<file path="src/rtl/adc_seq_pkg.sv">
// Shared definitions for the ADC conversion sequencer.
//   - Default parameter values for the sequencer top.
//   - One-hot FSM state encoding.
package adc_seq_pkg;

  localparam int unsigned DefNCh        = 4;
  localparam int unsigned DefDw         = 8;
  localparam int unsigned DefSettleCyc  = 4;
  localparam int unsigned DefTimeoutCyc = 16;

  typedef enum logic [5:0] {
    StIdle    = 6'b000001,
    StSelect  = 6'b000010,
    StSettle  = 6'b000100,
    StConvert = 6'b001000,
    StStore   = 6'b010000,
    StRelease = 6'b100000
  } seq_state_e;

endpackage

</file>
<file path="src/rtl/adc_seq_pick.sv">
// Combinational lowest-set-bit finder used to choose the next channel.
// Ports:
//   mask  in   N_CH  candidate channels
//   idx   out  CH_W  index of the lowest set bit (0 when mask is empty)
//   any   out  1     mask has at least one bit set
module adc_seq_pick #(
  parameter int unsigned N_CH = 4,
  localparam int unsigned CH_W = $clog2(N_CH)
) (
  input  logic [N_CH-1:0] mask,
  output logic [CH_W-1:0] idx,
  output logic            any
);

  always_comb begin
    idx = '0;
    any = |mask;
    // Scan downwards so the lowest set bit is the last one written.
    for (int i = int'(N_CH) - 1; i >= 0; i--) begin
      if (mask[i]) idx = CH_W'(i);
    end
  end

endmodule

</file>
<file path="src/rtl/adc_conv_sequencer.sv">
// Multi-channel scan controller for the SAR ADC core. Steps through the enabled
// channels lowest-first: selects the mux, waits a settling time, runs one SAR
// conversion and presents the result on a valid/ready port tagged with its channel.
// Ports:
//   clk, rst_n         clock, asynchronous active-low reset
//   run                level: keep scanning; 0 stops after the current conversion
//   ch_mask            channels to scan, sampled at scan start
//   err_clr            pulse: clears err_sticky
//   mux_sel            analog mux channel select
//   sar_en             SAR core enable, high for the duration of one conversion
//   sar_done/sar_data  SAR core completion flag and result
//   res_valid/ready    result handshake; res_data/res_ch stable while valid
//   scan_done          1-cycle pulse when every channel of a scan is processed
//   err_sticky         a conversion timed out since the last err_clr
module adc_conv_sequencer
  import adc_seq_pkg::*;
#(
  parameter int unsigned N_CH        = DefNCh,
  parameter int unsigned DW          = DefDw,
  parameter int unsigned SETTLE_CYC  = DefSettleCyc,
  parameter int unsigned TIMEOUT_CYC = DefTimeoutCyc,
  localparam int unsigned CH_W = $clog2(N_CH)
) (
  input  logic            clk,
  input  logic            rst_n,
  input  logic            run,
  input  logic [N_CH-1:0] ch_mask,
  input  logic            err_clr,
  output logic [CH_W-1:0] mux_sel,
  output logic            sar_en,
  input  logic            sar_done,
  input  logic [DW-1:0]   sar_data,
  output logic            res_valid,
  input  logic            res_ready,
  output logic [DW-1:0]   res_data,
  output logic [CH_W-1:0] res_ch,
  output logic            scan_done,
  output logic            err_sticky
);

  localparam int unsigned CntMax = (SETTLE_CYC > TIMEOUT_CYC) ? SETTLE_CYC : TIMEOUT_CYC;
  localparam int unsigned CNT_W  = $clog2(CntMax + 1);

  seq_state_e      state_q, state_d;
  logic [N_CH-1:0] scan_mask_q, scan_mask_d;
  logic [CH_W-1:0] sel_q, sel_d;
  logic [CNT_W-1:0] cnt_q, cnt_d;
  logic [DW-1:0]   res_data_q, res_data_d;
  logic [CH_W-1:0] res_ch_q, res_ch_d;
  logic            err_q, err_d;

  logic [CH_W-1:0] pick_idx;
  logic            pick_any;
  logic [N_CH-1:0] mask_cleared;

  adc_seq_pick #(
    .N_CH(N_CH)
  ) u_pick (
    .mask(scan_mask_q),
    .idx (pick_idx),
    .any (pick_any)
  );

  assign mask_cleared = scan_mask_q & ~(N_CH'(1) << sel_q);

  always_comb begin
    state_d     = state_q;
    scan_mask_d = scan_mask_q;
    sel_d       = sel_q;
    cnt_d       = cnt_q;
    res_data_d  = res_data_q;
    res_ch_d    = res_ch_q;
    // Clear first so a timeout in the same cycle still sets the flag.
    err_d       = err_q & ~err_clr;
    scan_done   = 1'b0;

    unique case (state_q)
      StIdle: begin
        if (run && (|ch_mask)) begin
          scan_mask_d = ch_mask;
          state_d     = StSelect;
        end
      end
      StSelect: begin
        sel_d   = pick_idx;
        cnt_d   = '0;
        state_d = pick_any ? StSettle : StIdle;
      end
      StSettle: begin
        if (cnt_q == CNT_W'(SETTLE_CYC - 1)) begin
          cnt_d   = '0;
          state_d = StConvert;
        end else begin
          cnt_d = cnt_q + 1'b1;
        end
      end
      StConvert: begin
        // Completion is checked before the timeout so done wins a tie.
        if (sar_done) begin
          res_data_d = sar_data;
          res_ch_d   = sel_q;
          state_d    = StStore;
        end else if (cnt_q == CNT_W'(TIMEOUT_CYC - 1)) begin
          err_d   = 1'b1;
          state_d = StRelease;
        end else begin
          cnt_d = cnt_q + 1'b1;
        end
      end
      StStore: begin
        if (res_ready) state_d = StRelease;
      end
      StRelease: begin
        scan_mask_d = mask_cleared;
        if (mask_cleared == '0) begin
          scan_done = 1'b1;
          if (run && (|ch_mask)) begin
            scan_mask_d = ch_mask;
            state_d     = StSelect;
          end else begin
            state_d = StIdle;
          end
        end else if (run) begin
          state_d = StSelect;
        end else begin
          state_d = StIdle;
        end
      end
      default: state_d = StIdle;
    endcase
  end

  always_ff @(posedge clk or negedge rst_n) begin
    if (!rst_n) begin
      state_q     <= StIdle;
      scan_mask_q <= '0;
      sel_q       <= '0;
      cnt_q       <= '0;
      res_data_q  <= '0;
      res_ch_q    <= '0;
      err_q       <= 1'b0;
    end else begin
      state_q     <= state_d;
      scan_mask_q <= scan_mask_d;
      sel_q       <= sel_d;
      cnt_q       <= cnt_d;
      res_data_q  <= res_data_d;
      res_ch_q    <= res_ch_d;
      err_q       <= err_d;
    end
  end

  assign mux_sel    = sel_q;
  assign sar_en     = (state_q == StConvert);
  assign res_valid  = (state_q == StStore);
  assign res_data   = res_data_q;
  assign res_ch     = res_ch_q;
  assign err_sticky = err_q;

endmodule

</file>
<file path="config.mk">
export PLATFORM = sky130hd
export DESIGN_NAME = adc_conv_sequencer
export DESIGN_NICKNAME = d
export VERILOG_FILES = /design/src/rtl/adc_seq_pkg.sv /design/src/rtl/adc_seq_pick.sv /design/src/rtl/adc_conv_sequencer.sv
export SDC_FILE = /design/constraint.sdc
export NUM_CORES = 1
export LEC_CHECK = 0
export ABC_AREA = 1
export ABC_CLOCK_PERIOD_IN_PS = 4100
export BUFFER_PORTS_ARGS = -buffer_cell sky130_fd_sc_hd__buf_4
export CAP_MARGIN = 20
export CORE_AREA = 2 2 62 64
export DETAILED_ROUTE_END_ITERATION = 10
export DIE_AREA = 0 0 64 66
export PLACE_DENSITY = 0.64
export SLEW_MARGIN = 20
export SYNTH_ARGS = -nofsm -noshare
export SYNTH_HDL_FRONTEND = slang
export SYNTH_SLANG_ARGS = --single-unit
export TNS_END_PERCENT = 20
</file>
<file path="constraint.sdc">
create_clock -name clk -period 4.1 [get_ports clk]
set_input_delay 0.82 -clock clk [delete_from_list [all_inputs] [get_ports clk]]
set_output_delay 0.82 -clock clk [all_outputs]
set_load 0.005 [all_outputs]
</file>
Yosys cells after proc, flatten, opt, wreduce, memory -nomap -nowiden
Index checks and enable logic that the tools add are counted.
Widths: inputs -> output; s select.
{"block": "op_classes", "n_addsub": 1, "n_mul": 0, "div": 0, "order_cmp": 0, "eq_ne": 14, "n_shift": 1, "muxes": 27, "bitwise_logic": 4, "n_reduce_logical": 10}
{"cell": "$mux 6", "n": 6}
{"cell": "$pmux 6 s6", "n": 1}
{"cell": "$mux 5", "n": 3}
{"cell": "$pmux 5 s3", "n": 1}
{"cell": "$mux 2", "n": 6}
{"cell": "$mux 4", "n": 3}
{"cell": "$ne 2x2->1 const B", "n": 4}
{"cell": "$pmux 4 s2", "n": 1}
{"cell": "$reduce_or 4->1", "n": 2}
{"cell": "$eq 6x1->1 const B", "n": 1}
{"cell": "$eq 6x2->1 const B", "n": 1}
{"cell": "$eq 6x3->1 const B", "n": 1}
{"cell": "$eq 6x4->1 const B", "n": 1}
{"cell": "$eq 6x5->1 const B", "n": 1}
{"cell": "$eq 6x6->1 const B", "n": 1}
{"cell": "$add 5x1->5 const B", "n": 1}
{"cell": "$eq 5x2->1 const B", "n": 1}
{"cell": "$eq 5x4->1 const B", "n": 1}
{"cell": "$mux 1", "n": 5}
{"cell": "$and 4x4->4", "n": 1}
{"cell": "$logic_not 4->1", "n": 1}
{"cell": "$not 4->4", "n": 1}
{"cell": "$reduce_and 2->1", "n": 2}
{"cell": "$reduce_and 4->1", "n": 1}
{"cell": "other kinds (10)", "n": 10}
{"block": "word_totals", "reg_bits": 28, "latch_bits": 0, "ramBits": 0, "mem_bits_ro": 0, "wordCells": 64, "mem_count": 0}

Longest topological paths before layout
Gate-level depths: netlist of the first run.
{"block": "depth", "ltp_word": 6, "mapped_depth": 9, "ltp_nobuf": 9}

Modules after synthesis
From an unflattened synthesis of the first run, not the netlist that was laid out.
{"block": "unflattened", "hier_cells": 188, "hier_area_um2": 1540.2}
{"module": "adc_conv_sequencer", "instances": 1, "cells_each": 179, "area_per_inst_um2": 1493.9, "seq_area_each_um2": 701.9}
{"module": "adc_seq_pick", "instances": 1, "cells_each": 9, "area_per_inst_um2": 46.3, "seq_area_each_um2": 0.0}

Worst setup path after synthesis of the first run
No wires, ideal clock.
{"block": "synth_timing", "kind": "register -> output", "startpoint": "register sel_q[0] (netlist: mux_sel[0])", "endpoint": "output scan_done", "t_arrival_ns": 0.929, "required_time_ns": 3.280, "path_slack_ns": 2.351, "path_stages_with_launch": 4, "n_path_buf": 0, "cell_sequence": "dfrtp_1 -> o21ai_0 -> nand2_1 -> nor3_1"}
{"block": "synth_via", "elab_chain_len": 6}
{"element": "start: declaration", "line_no": "adc_conv_sequencer.sv:46", "rtl": "logic [CH_W-1:0] sel_q, sel_d;"}
{"element": "start signal: assignment", "line_no": "adc_conv_sequencer.sv:145", "rtl": "sel_q <= sel_d;"}
{"element": "$shl 1x2->4", "line_no": "adc_conv_sequencer.sv:64", "rtl": "assign mask_cleared = scan_mask_q & ~(N_CH'(1) << sel_q);"}
{"element": "$not 4->4", "line_no": "adc_conv_sequencer.sv:64"}
{"element": "$and 4x4->4", "line_no": "adc_conv_sequencer.sv:64"}
{"element": "$logic_not 4->1", "line_no": "adc_conv_sequencer.sv:115", "rtl": "if (mask_cleared == '0) begin"}
{"element": "$mux 1", "line_no": "adc_conv_sequencer.sv:115"}
{"element": "$mux 1", "line_no": "adc_conv_sequencer.sv:77", "rtl": "unique case (state_q)"}
{"element": "end: declaration", "line_no": "adc_conv_sequencer.sv:37", "rtl": "output logic scan_done,"}
Every way passes these cells.

Final worst setup path of the first run
{"block": "layout_timing", "startpoint": "register state_q[2]", "endpoint": "output scan_done"}
{"block": "layout_via", "elab_chain_len": 2}
{"element": "start: declaration", "line_no": "adc_conv_sequencer.sv:44", "rtl": "seq_state_e state_q, state_d;"}
{"element": "start signal: assignment", "line_no": "adc_conv_sequencer.sv:135", "rtl": "state_q <= StIdle;"}
{"element": "start signal: assignment", "line_no": "adc_conv_sequencer.sv:143", "rtl": "state_q <= state_d;"}
{"element": "$eq 6x6->1", "line_no": "adc_conv_sequencer.sv:77"}
{"element": "$mux 1", "line_no": "adc_conv_sequencer.sv:77"}
Every way passes these cells.

==> summary.txt, run 1 <==
status - finished, final reports clean
initial antenna violation count - 0
reg2reg setup slack - 2.41 ns
RSZ-0062 raised after global routing - false
ys flop type - dfrtp_1
vias in the first global route - 1164
Initial DRT Pass Iterations - 4
Clock Tree Buf Depth - 2
cts bufs inserted - 3
Final setup viols - 0
Post-Syn Area - 1520 um2
antenna-violating nets left - 0
Skew-Pair Late Insertion Delay - 0.33 ns
First DRT Iteration DRCs - 34
HPWL Detailed - 2270 um
row cnt - 22
Post-route DRC - 0
Clk pin slew, worst setup/hold paths - 0.16 ns
first-pass GRT wire length - 5090 um
GRT overflow - 0
CP Launch Type - flip-flop
Post-synth top cells - nand2_1, dfrtp_1, nor2_1
Post-CTS Resized - 0
Syn. warnings - 0
M1 GR Usage - 0.203
CTS Sinks - 28
P_leak - 1.04 nW
count of pins over their slew limit - 0
core area - 3550 um2
Die X-Extent - 64 um
largest net degree at the start of global routing - 29
clk_skew - 0.00807 ns
Worst VDD drop - 0.000249 V
# Max-Cap Violations - 0
crit path DAT - 1.52 ns
final worst path period share - 0.570
worst r2r src - cnt_q[0]$_DFFE_PN0P_
Yosys cell types - 28
count leader, synth - nand2_1
Ant. Diodes - 0
final hold vios - 0
WL per Instance - 11.0 um
capture point of the worst reg-to-reg path - cnt_q[2]$_DFFE_PN0P_
Post-Route WL - 2930 um
EDFF count, synth - 0
top cells by area, synth - dfrtp_1, nand2_1, nor2_1, inv_1, mux2_4
Initial Util - 0.428
syn_area_per_cell - 8.31 um2
Syn Nets - 203
register area share after synthesis - 0.461
slew of the pin with the lowest slew margin - 0.370 ns
post-cts hold buffer count - 0
Synth top area share - 0.444
Die H - 66 um
CTS tree - built
share of layout cells above drive strength 1 - 0.256
critical path type - flip-flop to output port
asr flop ratio synth - 1.00
Placer Congestion - 0.819
# port buffers - 33
Slew HR - 0.753
Mapped Cells - 183
Crit Path Max Fanout - 9
drt via density - 4.79
Top Usage Layer GRT - met2
min-delay worst type - primary input to asynchronous set/reset pin
total power - 0.967 mW
Critical Path End Type - output port
setup bufs post-CTS - 0
nets - 240
GRT Resource Usage Total - 0.152
Area Overhead vs Synth - 22.9%
die footprint - 4220 um2
met3 Usage GRT - 0.0256
minimum clock period - 2.34 ns
WP data required - 3.28 ns
I/O Pins - 34
Yosys reg bits - 28
via count - 1279
reg2reg path depth - 9
power per standard cell area - 517 nW/um2
FMAX - 428 MHz
H-tree depth - 1
CTS root buf - clkbuf_4
met2 Track Usage GR - 0.253
cell taking the most area after synthesis - dfrtp_1
Fill cells - 341
setup TNS - 0 ns
## worst max-delay path by stage
stage,endpoint,from
2_1_floorplan,scan_done,mux_sel[0]$_DFFE_PN0P_
3_3_place_gp,scan_done,state_q[2]$_DFFE_PN0P_
3_5_place_dp,scan_done,state_q[2]$_DFFE_PN0P_
4_1_cts,scan_done,state_q[2]$_DFFE_PN0P_
5_1_grt,scan_done,state_q[2]$_DFFE_PN0P_
6_report,scan_done,state_q[2]$_DFFE_PN0P_
## routing by layer
| metal | routed length, um | share of wire |
|---|---|---|
| met2 | 1330 | 0.45 |
| met1 | 1400 | 0.48 |
| met3 | 170 | 0.058 |
| met5 | 0 | 0 |
| met4 | 27 | 0.0092 |
## registers in the layout, indices dropped and copies added (netlist names)
| name | cells |
|---|---|
| state_q | 6 |
| mux_sel | 2 |
| res_ch | 2 |
| err_sticky | 1 |
| scan_mask_q | 4 |
| res_data | 8 |
| cnt_q | 5 |
## logic make-up (layout without fill, tap and decap cells)
| logic type | Yosys count | in the layout | synth area share |
|---|---|---|---|
| compound gates | 22 | 22 | 0.0798 |
| flops | 28 | 28 | 0.461 |
| simple gates | 94 | 94 | 0.288 |
| mux | 8 | 8 | 0.0715 |
| xor+xnor | 2 | 2 | 0.0115 |
| buf+inv | 27 | 63 | 0.0715 |
| fa+ha+maj | 2 | 2 | 0.0164 |
## stage by stage
| stage | cells | setup WS (ns) | area [um2] | hold slack (ns) | util |
|---|---|---|---|---|---|
| detailed placement | 263 | 2.15 | 1820 | 0.465 | 0.512 |
| global route | 267 | 1.64 | 1870 | 0.390 | 0.527 |
| floorplan | 183 | 2.35 | 1520 | 0.449 | - |
| CTS | 267 | 1.74 | 1870 | 0.385 | 0.527 |
| global placement | 263 | 2.13 | 1820 | 0.472 | 0.512 |
| finish | 267 | 1.76 | 1870 | 0.385 | 0.527 |
## worst max-delay path, cell delays in order, from the launching register on
cell,delay (ns)
dfrtp_1,0.41
nor2_2,0.19
nand4_2,0.23
nor3_1,0.21
buf_4,0.14
## power by group
group	switching, mW	internal [mW]
clock network	0.0824	0.0988
logic	0.215	0.155
registers	0.0668	0.349
## layout by cell type (no fill, tap or decap), drive strengths merged, types with 2 or more instances in the layout
| master | Yosys | layout |
|---|---|---|
| nand2 | 48 | 48 |
| buf | 1 | 33 |
| nor2 | 31 | 31 |
| dfrtp | 27 | 27 |
| inv | 25 | 25 |
| nand3 | 11 | 11 |
| o21ai | 10 | 10 |
| a21oi | 8 | 8 |
| mux2 | 8 | 8 |
| clkbuf | 0 | 3 |
| nand4 | 3 | 3 |
| xor2 | 2 | 2 |
| ha | 2 | 2 |
## final cells by class
class	instances	area (um2)	share of cell area
inverters	26	97.6	0.0522
clock buffers	3	22.5	0.0120
well taps	48	60.1	0.0321
clock inverters	1	30.0	0.0161
multi-input cells	128	711	0.380
repair buffers	33	248	0.132
flip-flops and latches	28	702	0.375
(Power assumes the default switching activity.)
==> run 2, diff against run 1 <==
ABC_CLOCK_PERIOD_IN_PS = 2100   (was 4100)
PLACE_DENSITY = 0.66   (was 0.64)
clock period = 2.1 ns   (was 4.1 ns; I/O delays follow)
==> run 2 against run 1 <==
Setup slack got worse by 1.6 ns. Design area increased by 0.13%. Largest power group unchanged. Clock power up 43%. Clock-buffer cell count increased by 1. Total power is 86% higher. Sequential share of layout area fell by 0.050 points. Via count down 2.6%. Critical endpoint unchanged.
==> summary.txt, run 2 (same netlist as run 1, synthesis figures left out) <==
Post-Route WL - 2800 um (-4.5%)
Critical Path End Type - output port
WP data required - 1.68 ns (-1.60 ns)
Logic pwr share - 0.408 (+0.026)
Initial Util - 0.428 (unchanged)
Die X-Extent - 64 um (unchanged)
Seq pwr share - 0.449 (+0.019)
critical path type - flip-flop to output port
core area - 3550 um2 (unchanged)
Pint - 1.09 mW (+81%)
I/O Pins - 34 (unchanged)
Slew HR - 0.761 (+0.00766)
Largest register FFs - 8 (unchanged)
CTS tree - built
WL per Instance - 10.5 um (-4.8%)
Fill cells - 343 (+0.59%)
status - finished, final reports clean
CP Launch Type - flip-flop
FMAX - 514 MHz
row cnt - 22 (unchanged)
# Max-Cap Violations - 0 (unchanged)
slew of the pin with the lowest slew margin - 0.358 ns (-0.0115 ns)
commonest non-fill, non-tap cell in the layout - nand2_1
Clock Tree Buf Depth - 2 (unchanged)
H-tree depth - 1 (unchanged)
design area - 1870 um2 (+0.13%)
GRT Resource Usage Total - 0.152 (about the same)
Initial DRT Pass Iterations - 4 (unchanged)
first-pass GRT wire length - 5130 um (+0.81%)
vias in the first global route - 1216 (+4.5%)
commonest non-fill, non-tap cells in the layout - nand2_1, buf_4, nor2_1, dfrtp_1, inv_1
Skew-Pair Late Insertion Delay - 0.32 ns (about the same)
via count - 1246 (-2.6%)
final worst path period share - 0.926
Area Overhead vs Synth - 23.1%
final hold vios - 0 (unchanged)
power per standard cell area - 958 nW/um2 (+85%)
CTS root buf - clkbuf_4
post-place setup slack - 0.517 ns (-1.63 ns)
DP Area - 1820 um2 (unchanged)
# port buffers - 33 (unchanged)
Ant. Diodes - 0 (unchanged)
Placer Congestion - 0.788 (-3.7%)
Final setup viols - 0 (unchanged)
cts bufs inserted - 3 (unchanged)
worst setup margin - 0.156 ns (-1.61 ns)
First DRT Iteration DRCs - 37 (+8.8%)
Post-route DRC - 0 (unchanged)
P_leak - 1.04 nW (-0.27%)
die footprint - 4220 um2 (unchanged)
Crit Path Max Fanout - 6 (-3)
NetSw - 0.700 mW (+92%)
crit path DAT - 1.52 ns (about the same)
Die H - 66 um (unchanged)
share of layout cells above drive strength 1 - 0.255 (-0.00116)
nets - 241 (+0.42%)
min-delay worst type - primary input to flip-flop
count of pins over their slew limit - 0 (unchanged)
initial antenna violation count - 0 (unchanged)
antenna-violating nets left - 0 (unchanged)
drt via density - 4.65 (-2.9%)
HPWL Detailed - 2170 um (-4.5%)
Clk pwr share - 0.144 (-0.043)
CTS Sinks - 28 (unchanged)
GRT overflow - 0 (unchanged)
clk_skew - 0.00597 ns (-0.00210 ns)
worst hold slack - 0.248 ns (-0.137 ns)
setup TNS - 0 ns (unchanged)
largest net degree at the start of global routing - 29 (unchanged)
RSZ-0062 raised after global routing - false
Sw Ratio - 0.390 (+0.0140)
Worst VDD drop - 0.000384 V (+54%)
Clk pin slew, worst setup/hold paths - 0.15 ns (about the same)
minimum clock period - 1.94 ns
run 2: cell count changes in the layout (fill, tap and decap cells not counted):
cell and delta:
bufinv_16 -1, clkbuf_8 +1, dlygate4sd3_1 +1, nand4_2 -1, nand4_4 +1
run 2: repair_timing:
item	CTS	global route
buffers inserted	0	0
endpoints found under the setup margin	0	1
hold endpoints to repair	27	0
hold buffers	1	0
resized for setup	0	1
run 2: final cells by class:
class	count	area, um2	area share
multi-input combinational	128	719	0.384
sequential	28	702	0.375
tap	48	60.1	0.0321
clock buffer	4	36.3	0.0194
timing repair buffer	34	258	0.138
inverter	26	97.6	0.0521
run 2: power by group through the flow:
| stage | Clock [mW] | Sequential, mW | Combinational [mW] |
|---|---|---|---|
| 2_1_floorplan | 0 | 0.805 | 0.504 |
| 3_3_place_gp | 0 | 0.810 | 0.725 |
| 3_5_place_dp | 0 | 0.816 | 0.727 |
| 4_1_cts | 0.273 | 0.804 | 0.732 |
| 5_1_grt | 0.292 | 0.834 | 0.846 |
| 6_report | 0.258 | 0.805 | 0.731 |
run 2: per-stage QoR:
stage | util | instances | total power [mW]
6_report | 0.527 | 268 | 1.79
5_1_grt | 0.527 | 268 | 1.97
4_1_cts | 0.525 | 268 | 1.81
3_5_place_dp | 0.512 | 263 | 1.54
3_3_place_gp | 0.512 | 263 | 1.54
2_1_floorplan | - | 183 | 1.31
run 2: worst max-delay path: stages (launching register included):
cell	delay, ns
dfrtp_1	0.45
o21ai_0	0.25
nand2_1	0.12
nor3_1	0.23
buf_4	0.15
run 2: path summary, 6_finish.rpt:
check                                        from                      to  slack, ns  cells past startpoint
max                        mux_sel[0]$_DFFE_PN0P_               scan_done       0.16                      4
min in group asynchronous                   rst_n    cnt_q[2]$_DFFE_PN0P_       0.53                      2
max reg2reg                  cnt_q[0]$_DFFE_PN0P_    cnt_q[2]$_DFFE_PN0P_       0.52                      9
min                                       err_clr    err_sticky$_DFF_PN0_       0.25                      2
max in group asynchronous                   rst_n  state_q[0]$_DFFE_PN1P_       1.26                      2
min reg2reg                  cnt_q[4]$_DFFE_PN0P_    cnt_q[4]$_DFFE_PN0P_       0.50                      2
run 2: metal layers:
| metal | wire, um | global-route usage |
|---|---|---|
| met1 | 1330 | 0.189 |
| met2 | 1330 | 0.271 |
| met3 | 116 | 0.0170 |
| met4 | 27 | 0.0571 |
| met5 | 0 | 0 |
==> run 3, diff against run 2 <==
CORE_AREA = 2 2 56 71   (was 2 2 62 64)
DIE_AREA = 0 0 58 73   (was 0 0 64 66)
RECOVER_POWER = 50   (was not set)
SKIP_CTS_REPAIR_TIMING = 1   (was not set)
==> run 3 against run 2 <==
Non-clock buffer count down 1. Largest cell class unchanged. Worst hold slack better by 0.062 ns. Die area up 0.24%.
==> summary.txt, run 3 (same netlist as run 1, synthesis figures left out) <==
hold path start - err_clr
largest net degree at the start of global routing - 29 (unchanged)
WL per Instance - 11.3 um (+8.5%)
I/O Pins - 34 (unchanged)
HPWL Detailed - 2280 um (+5.3%)
first-pass GRT wire length - 4760 um (-7.1%)
Ant. Diodes - 0 (unchanged)
H-tree depth - 1 (unchanged)
cts bufs inserted - 3 (unchanged)
Initial DRT Pass Iterations - 5 (+1)
min-delay worst type - primary input to flip-flop
Area Overhead vs Synth - 22.8%
end of the worst hold path - err_sticky$_DFF_PN0_
CTS tree - built
GRT Resource Usage Total - 0.145 (-0.00698)
Placer Congestion - 0.796 (+0.98%)
CP top delay family - simple AND/OR/NAND/NOR gates
Die H - 73 um (+11%)
Worst VDD drop - 0.000587 V (+53%)
Skew-Pair Late Insertion Delay - 0.27 ns (-0.05 ns)
reg2reg setup slack - 0.35 ns (-0.17 ns)
CTS Sinks - 28 (unchanged)
power per standard cell area - 1040 nW/um2 (+9.0%)
Post-route DRC - 0 (unchanged)
Initial Util - 0.419 (-0.00916)
row cnt - 25 (+14%)
minimum clock period - 1.88 ns (-0.0620 ns)
reg2reg path depth - 5 (-4)
FMAX - 531 MHz (+3.3%)
First DRT Iteration DRCs - 33 (-11%)
CP Launch Type - flip-flop
antenna-violating nets left - 0 (unchanged)
final worst path period share - 0.896 (-0.0295)
CTS root buf - clkbuf_8
worst r2r src - state_q[5]$_DFFE_PN0P_
commonest non-fill, non-tap cells in the layout - nand2_1, nor2_1, dfrtp_1
crit path DAT - 1.46 ns (-0.06 ns)
hold path depth - 2 (unchanged)
slew of the pin with the lowest slew margin - 1.48 ns (+1.12 ns)
# port buffers - 33 (unchanged)
drt via density - 4.88 (+4.9%)
core area - 3630 um2 (+2.2%)
final hold vios - 0 (unchanged)
RSZ-0062 raised after global routing - false
Final setup viols - 0 (unchanged)
via count - 1263 (+1.4%)
Clock Tree Buf Depth - 2 (unchanged)
Post-Route WL - 2940 um (+4.9%)
Critical Path End Type - output port
# Max-Cap Violations - 0 (unchanged)
initial antenna violation count - 0 (unchanged)
vias in the first global route - 1117 (-8.1%)
setup TNS - 0 ns (unchanged)
Crit Path Max Fanout - 9 (+3)
Buf+Inv Stages, Crit Path - 1 (unchanged)
Clk pin slew, worst setup/hold paths - 0.10 ns (-0.05 ns)
Largest register FFs - 8 (unchanged)
commonest non-fill, non-tap cell in the layout - nand2_1
clk_skew - 0.00708 ns (+0.00112 ns)
max incr delay on CP - 0.40 ns (-0.05 ns)
P_leak - 1.04 nW (-0.58%)
WP data required - 1.68 ns (about the same)
nets - 240 (-0.41%)
crit path max-delay cell type - dfrtp_1
status - finished, final reports clean
share of layout cells above drive strength 1 - 0.247 (-0.00797)
Die X-Extent - 58 um (-9.4%)
worst path cell trace - nor2_2 -> nand4_2 -> nor3_1 -> buf_4
critical path type - flip-flop to output port
capture point of the worst reg-to-reg path - res_data[6]$_DFFE_PN0P_
GRT overflow - 0 (unchanged)
Slew HR - 0.0110 (-0.750)
count of pins over their slew limit - 0 (unchanged)
total power - 1.95 mW (+8.7%)
die footprint - 4230 um2 (+0.24%)
## run 3: changes by cell type in the layout (fill, tap and decap cells not counted)
cell           before  now
o21ai_1             0    1
nand2_1            45   46
nand2_4             2    1
o21ai_0            10    9
dlygate4sd3_1       1    0
clkbuf_1            0    1
clkbuf_4            3    7
clkbuf_8            1    3
nand4_2             0    1
nand4_4             1    0
buf_4              33   25
bufinv_16           0    1
## run 3: final cells by class
type	count	area (um2)
timing repair buffer	33	244
sequential	28	702
fill	374	1760
clock buffer	3	41.3
clock inverter	1	30.0
multi-input combinational	128	703
inverter	26	97.6
tap	40	50.0
## run 3: worst register-to-register path, cell delays in order (launching register included)
cell and delay, ns:
dfrtp_1 0.44, nor2_4 0.14, nand2_4 0.09, nor2_8 0.14
nand2_1 0.38, mux2_4 0.44
## run 3: per-stage QoR
step / instances / utilization / area (um2) / hold WS (ns) / setup WS (ns)
6_report: 259 / 0.515 / 1870 / 0.310 / 0.218
3_3_place_gp: 255 / 0.498 / 1810 / 0.363 / 0.524
3_5_place_dp: 255 / 0.498 / 1810 / 0.361 / 0.527
2_1_floorplan: 183 / - / 1520 / 0.124 / 0.648
4_1_cts: 259 / 0.518 / 1880 / 0.0573 / 0.208
5_1_grt: 259 / 0.515 / 1870 / 0.289 / 0.0664
## run 3: how the worst max path moves through the flow
stage                           startpoint              endpoint  slack [ns]  cells past startpoint
detailed placement  state_q[2]$_DFFE_PN0P_             scan_done        0.53                      4
global placement    mux_sel[0]$_DFFE_PN0P_             scan_done        0.52                      4
finish              state_q[2]$_DFFE_PN0P_             scan_done        0.22                      4
CTS                 state_q[2]$_DFFE_PN0P_             scan_done        0.21                      4
floorplan             cnt_q[0]$_DFFE_PN0P_  cnt_q[3]$_DFFE_PN0P_        0.65                      8
global route        state_q[2]$_DFFE_PN0P_             scan_done        0.07                      4
## run 3: metal layers
layer,track usage,vias up,share of wire
met4,0.0543,0,0.013
met3,0.0213,6,0.031
met2,0.260,31,0.53
met5,0,-,0
li1,-,655,-
met1,0.174,571,0.42
## run 3: where the power goes
part	switching (mW)	leakage, nW	internal (mW)	total, mW
Sequential	0.129	0.370	0.683	0.812
Clock	0.163	0.0357	0.255	0.418
Combinational	0.420	0.629	0.300	0.721
Total	0.712	1.04	1.24	1.95
